### src/rtl/sync_mem_dp.sv
// Simple-dual-port RAM with byte-enable writes, a clear engine and READ_LAT (1 or 2) read latency.
// No backpressure: while busy, reads, writes and clr requests are dropped.
module sync_mem_dp #(
  parameter int               WIDTH    = 8,
  parameter int               DEPTH    = 4,
  parameter int               READ_LAT = 1,
  parameter int               RDW_MODE = 0,
  parameter logic [WIDTH-1:0] INIT_VAL = '0
) (
  input  logic               clk,
  input  logic               rst,
  input  logic               clr,
  output logic               busy,
  input  logic               we,
  input  logic [DEPTH-1:0]   wrAddr,
  input  logic [WIDTH-1:0]   wrData,
  input  logic [WIDTH/8-1:0] wrBe,
  input  logic               re,
  input  logic [DEPTH-1:0]   rdAddr,
  output logic [WIDTH-1:0]   rdData,
  output logic               rdValid
);

  localparam int NDEPTH = 1 << DEPTH;
  localparam int NBYTES = WIDTH / 8;

  typedef enum logic {CLEAR, READY} state_t;

  state_t           state, stateNext;
  logic [DEPTH-1:0] clrAddr;
  logic [WIDTH-1:0] mem [NDEPTH];
  logic             wrAccept, rdAccept;
  logic [WIDTH-1:0] oldWord, mergedWord, readWord;
  logic [WIDTH-1:0] s1Data;
  logic             s1Valid;

  always_comb begin
    stateNext = state;
    wrAccept  = 1'b0;
    rdAccept  = 1'b0;
    case (state)
      CLEAR: begin
        if (clrAddr == '1) stateNext = READY;
      end
      READY: begin
        if (clr) begin
          stateNext = CLEAR;
        end else begin
          wrAccept = we;
          rdAccept = re;
        end
      end
      default: stateNext = CLEAR;
    endcase
  end

  assign busy = (state == CLEAR);

  always_ff @(posedge clk or negedge rst) begin
    if (!rst) begin
      state   <= CLEAR;
      clrAddr <= '0;
    end else begin
      state <= stateNext;
      if (state == CLEAR) begin
        clrAddr <= clrAddr + 1'b1;
      end else if (clr) begin
        clrAddr <= '0;
      end
    end
  end

  // Storage is deliberately not reset; the sweep gives it defined contents.
  always_ff @(posedge clk) begin
    if (state == CLEAR) begin
      mem[clrAddr] <= INIT_VAL;
    end else if (wrAccept) begin
      for (int b = 0; b < NBYTES; b++) begin
        if (wrBe[b]) mem[wrAddr][8*b +: 8] <= wrData[8*b +: 8];
      end
    end
  end

  always_comb begin
    oldWord    = mem[rdAddr];
    mergedWord = oldWord;
    for (int b = 0; b < NBYTES; b++) begin
      if (wrBe[b]) mergedWord[8*b +: 8] = wrData[8*b +: 8];
    end
    readWord = oldWord;
    if (RDW_MODE == 1 && wrAccept && wrAddr == rdAddr) readWord = mergedWord;
  end

  // Data registers only load on a valid beat so rdData holds between results.
  always_ff @(posedge clk or negedge rst) begin
    if (!rst) begin
      s1Valid <= 1'b0;
      s1Data  <= '0;
    end else begin
      s1Valid <= rdAccept;
      if (rdAccept) s1Data <= readWord;
    end
  end

  generate
    if (READ_LAT == 2) begin : gLat2
      always_ff @(posedge clk or negedge rst) begin
        if (!rst) begin
          rdValid <= 1'b0;
          rdData  <= '0;
        end else begin
          rdValid <= s1Valid;
          if (s1Valid) rdData <= s1Data;
        end
      end
    end else begin : gLat1
      assign rdValid = s1Valid;
      assign rdData  = s1Data;
    end
  endgenerate

endmodule

### config.mk
export PLATFORM = sky130hd
export DESIGN_NAME = sync_mem_dp
export DESIGN_NICKNAME = d
export VERILOG_FILES = /design/src/rtl/sync_mem_dp.sv
export SDC_FILE = /design/constraint.sdc
export NUM_CORES = 1
export LEC_CHECK = 0
export ABC_AREA = 1
export CAP_MARGIN = 25
export CORE_MARGIN = 2
export CORE_UTILIZATION = 40
export DETAILED_ROUTE_END_ITERATION = 10
export DONT_BUFFER_PORTS = 1
export SETUP_SLACK_MARGIN = 0.02
export SYNTH_ARGS = -nofsm -noshare
export SYNTH_HDL_FRONTEND = slang
export SYNTH_SLANG_ARGS = --single-unit
### constraint.sdc
create_clock -name clk -period 4.1 [get_ports clk]
set_clock_uncertainty 0.2 [all_clocks]
set_input_delay 0.615 -clock clk [delete_from_list [all_inputs] [get_ports clk]]
set_output_delay 0.615 -clock clk [all_outputs]
set_load 0.05 [all_outputs]
# ---- Yosys cells after proc, flatten, opt, wreduce, memory -nomap -nowiden
# Memories as Yosys holds them, arrays and structs flattened. A register that Yosys moved wholly into a read port is not among the register bits.
# Index checks and enable logic that the tools add are counted.
dict set report totals {
  elab_cells 27
  mem_bits_ro 0
  reg_bits 6
  output_inout_bits 10
  latch_bits 0
  n_memories 1
  mem_bits_rw 128
}
dict set report op_classes {
  n_mul 0
  shifts 0
  n_bitwise 1
  eq_ne 2
  div 0
  order_cmp 0
  n_addsub 1
  n_mux 17
  n_reduce_logical 2
}
# name depth width read_ports rd_ports_with_merged_regs wr line
set mem_list {}
lappend mem_list {mem 16 8 1 1 1 31} ;# logic [WIDTH-1:0] mem [NDEPTH];
# cell count
set ops {}
lappend ops {{$mux W1} 12}
lappend ops {{$mux W4} 3}
lappend ops {{$mux W8} 1}
lappend ops {{$reduce_or A8 Y1} 1}
lappend ops {{$add A4 B1 Y4 const B} 1}
lappend ops {{$eq A4 B4 Y1 const B} 1}
lappend ops {{$ne A2 B2 Y1 const B} 1}
lappend ops {{$pmux W1 S2} 1}
lappend ops {{$logic_not A1 Y1} 1}
lappend ops {{$not A1 Y1} 1}

# ---- Logic depth before layout (Yosys ltp)
dict set report depth {
  ltp_word 7
  depth_mapped 10
  mapped_depth_nobuf 9
}

# ---- Worst setup path after synthesis
# No wires, ideal clock.
dict set report synth_path {
  kind {in2reg}
  startpoint {input port clr}
  endpoint {memory mem[2][0], enable pin}
  path_slack_ns 1.682
  setup_ns 0.383
  t_required_ns 3.517
  t_arrival_ns 1.834
  path_buffers 1
  stages 6
  path_cell_list {nor2_8 -> nand3_4 -> buf_6 -> nand2_1 -> inv_2 -> nor3_1}
}
dict set report synth_via {
  elab_chain_cells 7
}
# item line
set synth_lines {}
lappend synth_lines {{from (decl)} 12} ;# input logic clr,
lappend synth_lines {{$mux W1 (*)} 46} ;# if (clr) begin
lappend synth_lines {{$mux W1 (*)} 41} ;# case (state)
lappend synth_lines {{$mux W1 (*)} 77} ;# end else if (wrAccept) begin
lappend synth_lines {{$mux W1 (*)} 75} ;# if (state == CLEAR) begin
lappend synth_lines {{$mux W1 (implied by the code) (*)} 79} ;# if (wrBe[b]) mem[wrAddr][8*b +: 8] <= wrData[8*b +: 8];
lappend synth_lines {{$reduce_or A8 Y1 (no source line)} -}
lappend synth_lines {{$mux W4 (no source line) / $mux W1 (equally long branches)} -}
lappend synth_lines {{to (decl)} 31}
# Every way passes the cells marked *; elsewhere a longest branch is shown, timed or not.

# ---- Worst setup path after layout
dict set report layout_path {
  startpoint {register state}
  endpoint {memory mem[1][3], enable pin}
}
dict set report layout_via {
  elab_chain_cells 6
}
# item line
set layout_lines {}
lappend layout_lines {{from (decl)} 29} ;# state_t state, stateNext;
lappend layout_lines {{from (signal assigned)} 64} ;# state <= stateNext;
lappend layout_lines {{$mux W1} 41}
lappend layout_lines {{$mux W1} 77}
lappend layout_lines {{$mux W1} 75}
lappend layout_lines {{$mux W1 (implied by the code)} 79}
lappend layout_lines {{$reduce_or A8 Y1 (no source line)} -}
lappend layout_lines {{$mux W4 (no source line) / $mux W1 (equally long branches)} -}
# Several ways; a longest one is shown, not always the timed one.

==> qor.csv <==
metric,value,unit
outcome,"complete, no violations",
io_buffers,0,
swShare,29.0,%
rsz0062_at_grt,no,
die_w,126,um
layout_commonest_cell,nand2_1,
grt_pass1_vias,3922,
clkTransAtPathRegs,50,ps
ctsHtreeMaxLevel,4,
vias_per_cell,5.15,
critical_path.startpoint_type,flip-flop,
layout_min_cycle_time,2680,ps
tightest_slew,909,ps
slew_headroom,39.3,%
ant_nets,0,
antenna_found_initial,0,
nets,569,
synth_seq_cells,142,
leakagePower,2.65,nW
total_power,0.00414,W
hold_viol,0,
clockBufferDepth,2,
clock_latency,420,ps
required,3940,ps
area_growth,12.8,%
post-route-period-util,65.4,%
root_buffer,clkbuf_16,
clock_power_share,34.2,%
wire_per_inst,17.7,um
dp.final_hpwl,8.48,mm
comb_power_share,15.1,%
hp-class,input pin to flip-flop,
mostFrequentLayoutCells,"nand2_1, edfxtp_1, nand3_1, inv_1, nor2_1",
grt_max_degree,66,
seqPwrFrac,50.7,%
cp_data_arrival_time,2520,ps
die_y,126,um
p_int,0.00294,W
gp_congestion,0.857,
peakVddDrop,446,uV
fmaxAchievable,373,MHz
vias,3825,
yosysSeqAreaShare,70.8,%
path_class,flip-flop to flip-flop,
finalSetupViolCount,0,
avgSynthCellArea,10.9,um2
num-fill-cells,1350,
rows,44,
die_area,15800,um2
synth_nets,565,
drt-total-wl,13.1,mm
maxSlewViolCount,0,
power_density,619,nW/um2
ys_warn_count,0,
cts_tree,done,
drt_pass1_iterations,4,
synthCells,542,
grtUsageTotal,17.9,%
p_sw,0.00120,W
worst_setup_path_end_kind,flip-flop,
ys_types,25,
clock_sinks,142,
initial_utilization,40.9,%
drive_gt1_share,7.87,%
drt_iter0_drc,315,
setup-tns-final,0,ps
boundaryPins,32,
core-area,14500,um2
max_cap_violations,0,
cp_max_fo,18,
grt-ovfl-total,0,
drc,0,
cts_buffers,17,
diodes,0,
synth_area,5930,um2
grt_pass1_wl,21.0,mm
cts_resized,0,
==> power by group through the flow <==
stage | clock network, W | logic, W | registers [W]
floorplan | 0 | 0.000479 | 0.00210
global placement | 0 | 0.000607 | 0.00212
detailed placement | 0 | 0.000621 | 0.00213
CTS | 0.00143 | 0.000626 | 0.00210
global route | 0.00150 | 0.000715 | 0.00212
finish | 0.00141 | 0.000625 | 0.00210
==> path summary, 6_finish.rpt <==
path	from	endpoint	cells after the start	slack, ps
setup reg to reg	state	mem[1][3]	6	1420
hold / removal	clr	clrAddr[0]	3	200
hold reg to reg	state	state	1	350
min in group asynchronous	rst	rdValid	1	460
setup / recovery	state	mem[1][3]	6	1420
max in group asynchronous	rst	rdData[2]	1	2820
==> metrics by stage <==
| stage | cell area (um2) | hold slack (ps) | std cells | util [%] | setup slack [ps] |
|---|---|---|---|---|---|
| 2_1_floorplan | 5930 | 119 | 542 | - | 1680 |
| 3_3_place_gp | 6090 | 120 | 707 | 42.1 | 1320 |
| 3_5_place_dp | 6090 | 120 | 707 | 42.1 | 1200 |
| 4_1_cts | 6640 | 191 | 740 | 45.9 | 1190 |
| 5_1_grt | 6690 | 219 | 743 | 46.2 | 1210 |
| 6_report | 6690 | 198 | 743 | 46.2 | 1420 |
==> critical path, stage by stage (launching register included) <==
cell and delay, ps:
dfrtp_1 410, inv_2 190, nor2_8 160, nand3_4 220, o21ai_1 310, nand3_1 170, nor2_1 630
==> kinds of logic after synthesis <==
group                      after synthesis  synth area share, %
DFF                                    142                 70.8
muxes                                    1                0.169
and+or+nand+nor                        340                 24.5
buffers and inverters                   49                 3.46
adders and majority gates                1                0.211
AOI/OAI and AO/OA                        9                0.866
==> area by class of cell <==
type	instances	area [um2]	area share, %
clock buffer	21	440	6.59
sequential	142	4190	62.7
clock inverter	11	98.8	1.48
timing repair buffer	10	97.6	1.46
inverter	24	90.1	1.35
multi-input combinational	351	1530	22.9
tap	184	230	3.44
==> repair_timing <==
item,4_1_cts,5_1_grt
setup buffers,0,0
endpoints found under the hold margin,14,0
hold buffers,1,0
==> state kept, by name (all words and copies together), names as in the netlist <==
name     cells
state        1
rdValid      1
mem        128
rdData       8
clrAddr      4
==> routing by layer <==
layer | global-route usage (%) | routed length, um | vias up
met3 | 5.35 | 804 | 28
met1 | 23.0 | 5610 | 1823
met2 | 28.4 | 6310 | 121
met4 | 7.45 | 420 | 0
met5 | 0 | 0 | -
li1 | - | - | 1853
==> cell usage after synthesis <==
library cell | instances | area share, %
buf_2 | 11 | 0.93
buf_6 | 1 | 0.19
ha_1 | 1 | 0.21
mux2i_1 | 1 | 0.17
nand4_1 | 1 | 0.11
nor2_1 | 21 | 1.3
clkinv_1 | 1 | 0.063
nor2_8 | 1 | 0.34
o31ai_1 | 1 | 0.13
nor3_1 | 2 | 0.17
a21oi_1 | 1 | 0.084
dfrtp_1 | 14 | 5.9
o21ai_0 | 3 | 0.25
nand3_4 | 1 | 0.30
or2_2 | 1 | 0.11
nand3_1 | 101 | 8.5
inv_1 | 20 | 1.3
nand2_1 | 210 | 13
edfxtp_1 | 128 | 65
nor3_2 | 2 | 0.34
buf_1 | 1 | 0.063
o21ai_1 | 3 | 0.25
o21ai_2 | 1 | 0.15
inv_2 | 3 | 0.19
clkbuf_1 | 12 | 0.76
(Power assumes the default switching activity.)
==> variant, RTL diff (config.mk and constraints unchanged) <==
`DEPTH`: 4 -> 3.
--- a/src/rtl/sync_mem_dp.sv
+++ b/src/rtl/sync_mem_dp.sv
@@ -2,7 +2,7 @@
 // No backpressure: while busy, reads, writes and clr requests are dropped.
 module sync_mem_dp #(
   parameter int               WIDTH    = 8,
-  parameter int               DEPTH    = 4,
+  parameter int               DEPTH    = 3,
   parameter int               READ_LAT = 1,
   parameter int               RDW_MODE = 0,
   parameter logic [WIDTH-1:0] INIT_VAL = '0
Interface: changed (resized rdAddr and wrAddr); port bits go from 32 to 30. The function was not compared with the original's and may differ.
==> variant against the unedited design <==
Power fell by 44%; core utilization fell by 1.5 points; design area fell by 45%; sequential cell count fell by 65; area after synthesis fell by 42%; critical path depth fell by 2; worst setup slack improved by 340 ps; worst hold slack improved by 60 ps; wire length fell by 43%; global-route usage fell by 0.32 points; highest routed layer unchanged.
==> variant: results (changes against the unedited design) <==
| Metric | Value |
|---|---|
| Global-route met2 utilization | 27.8% (-0.56 points) |
| Setup WS post-layout | 1760 ps (+336 ps) |
| Post-synth top area share | 56.1% (-8.8 points) |
| DR vias | 2207 (-42%) |
| First-pass GRT wire length | 11400 um (-46%) |
| Synth unique cells | 20 (-20%) |
| Worst flop-to-flop path endpoint | mem[5][0] |
| DP Worst Slack | 1560 ps (+364 ps) |
| GRT Total Usage | 17.6% (-0.32 points) |
| DRT iter0 DRCs | 238 (-24%) |
| Post-synth EDFFs | 64 (-50%) |
| Metal1 wirelength | 3100 um (-45%) |
| M1 GR Usage | 23.4% (+0.32 points) |
| First-pass iteration count of the detailed router | 5 (+1) |
| Hold WS | 259 ps (+60.3 ps) |
| Routed len/inst | 16.3 um (-7.9%) |
| Slew of the pin with the lowest slew margin | 975 ps (+65.4 ps) |
| Slowest stage delay, CP | 560 ps (-70 ps) |
| Status | finished clean |
| Wire length on met3 | 364 um (-55%) |
| Hpwl dp | 5170 um (-39%) |
| Share of cells above drive strength 1 | 7.34% (-0.53 points) |
| Inserted Clock Buffers | 9 (-8) |
| Sequential element share of the synthesized area | 65.5% (-5.2 points) |
| Crit path DAT | 2120 ps (-400 ps) |
| Comb group | 455 uW (-27%) |
| Commonest cells in the netlist | nand2_1, inv_1, edfxtp_1 |
| Asr flop ratio synth | 16.9% (+7.0 points) |
| Post-DP Area | 3490 um^2 (-43%) |
| R2R setup slack | 1760 ps (+340 ps) |
variant: changes by cell type in the layout (fill, tap and decap cells not counted), moves of 3 or more:
| cell | before | now |
|---|---|---|
| clkbuf_8 | 0 | 9 |
| nor2_2 | 3 | 0 |
| o21ai_1 | 3 | 0 |
| inv_1 | 20 | 67 |
| clkinv_1 | 6 | 0 |
| clkbuf_1 | 4 | 0 |
| edfxtp_1 | 128 | 64 |
| clkbuf_16 | 17 | 1 |
| buf_4 | 6 | 0 |
| o21ai_0 | 3 | 6 |
| nand2_2 | 0 | 3 |
| nand3_1 | 101 | 48 |
| nand2_1 | 210 | 111 |
variant: cell type report:
type,count,area [um^2]
timing repair buffer,1,10.0
tap,105,131
clock inverter,6,35.0
fill,790,4570
sequential,77,2250
inverter,69,260
clock buffer,10,149
multi-input combinational,191,855
variant: cell families after synthesis:
group                      synth area share [%]
buffers and inverters                      9.53
AOI/OAI and AO/OA                          1.13
adders and majority gates                 0.730
DFF                                        65.5
and+or+nand+nor                            23.1
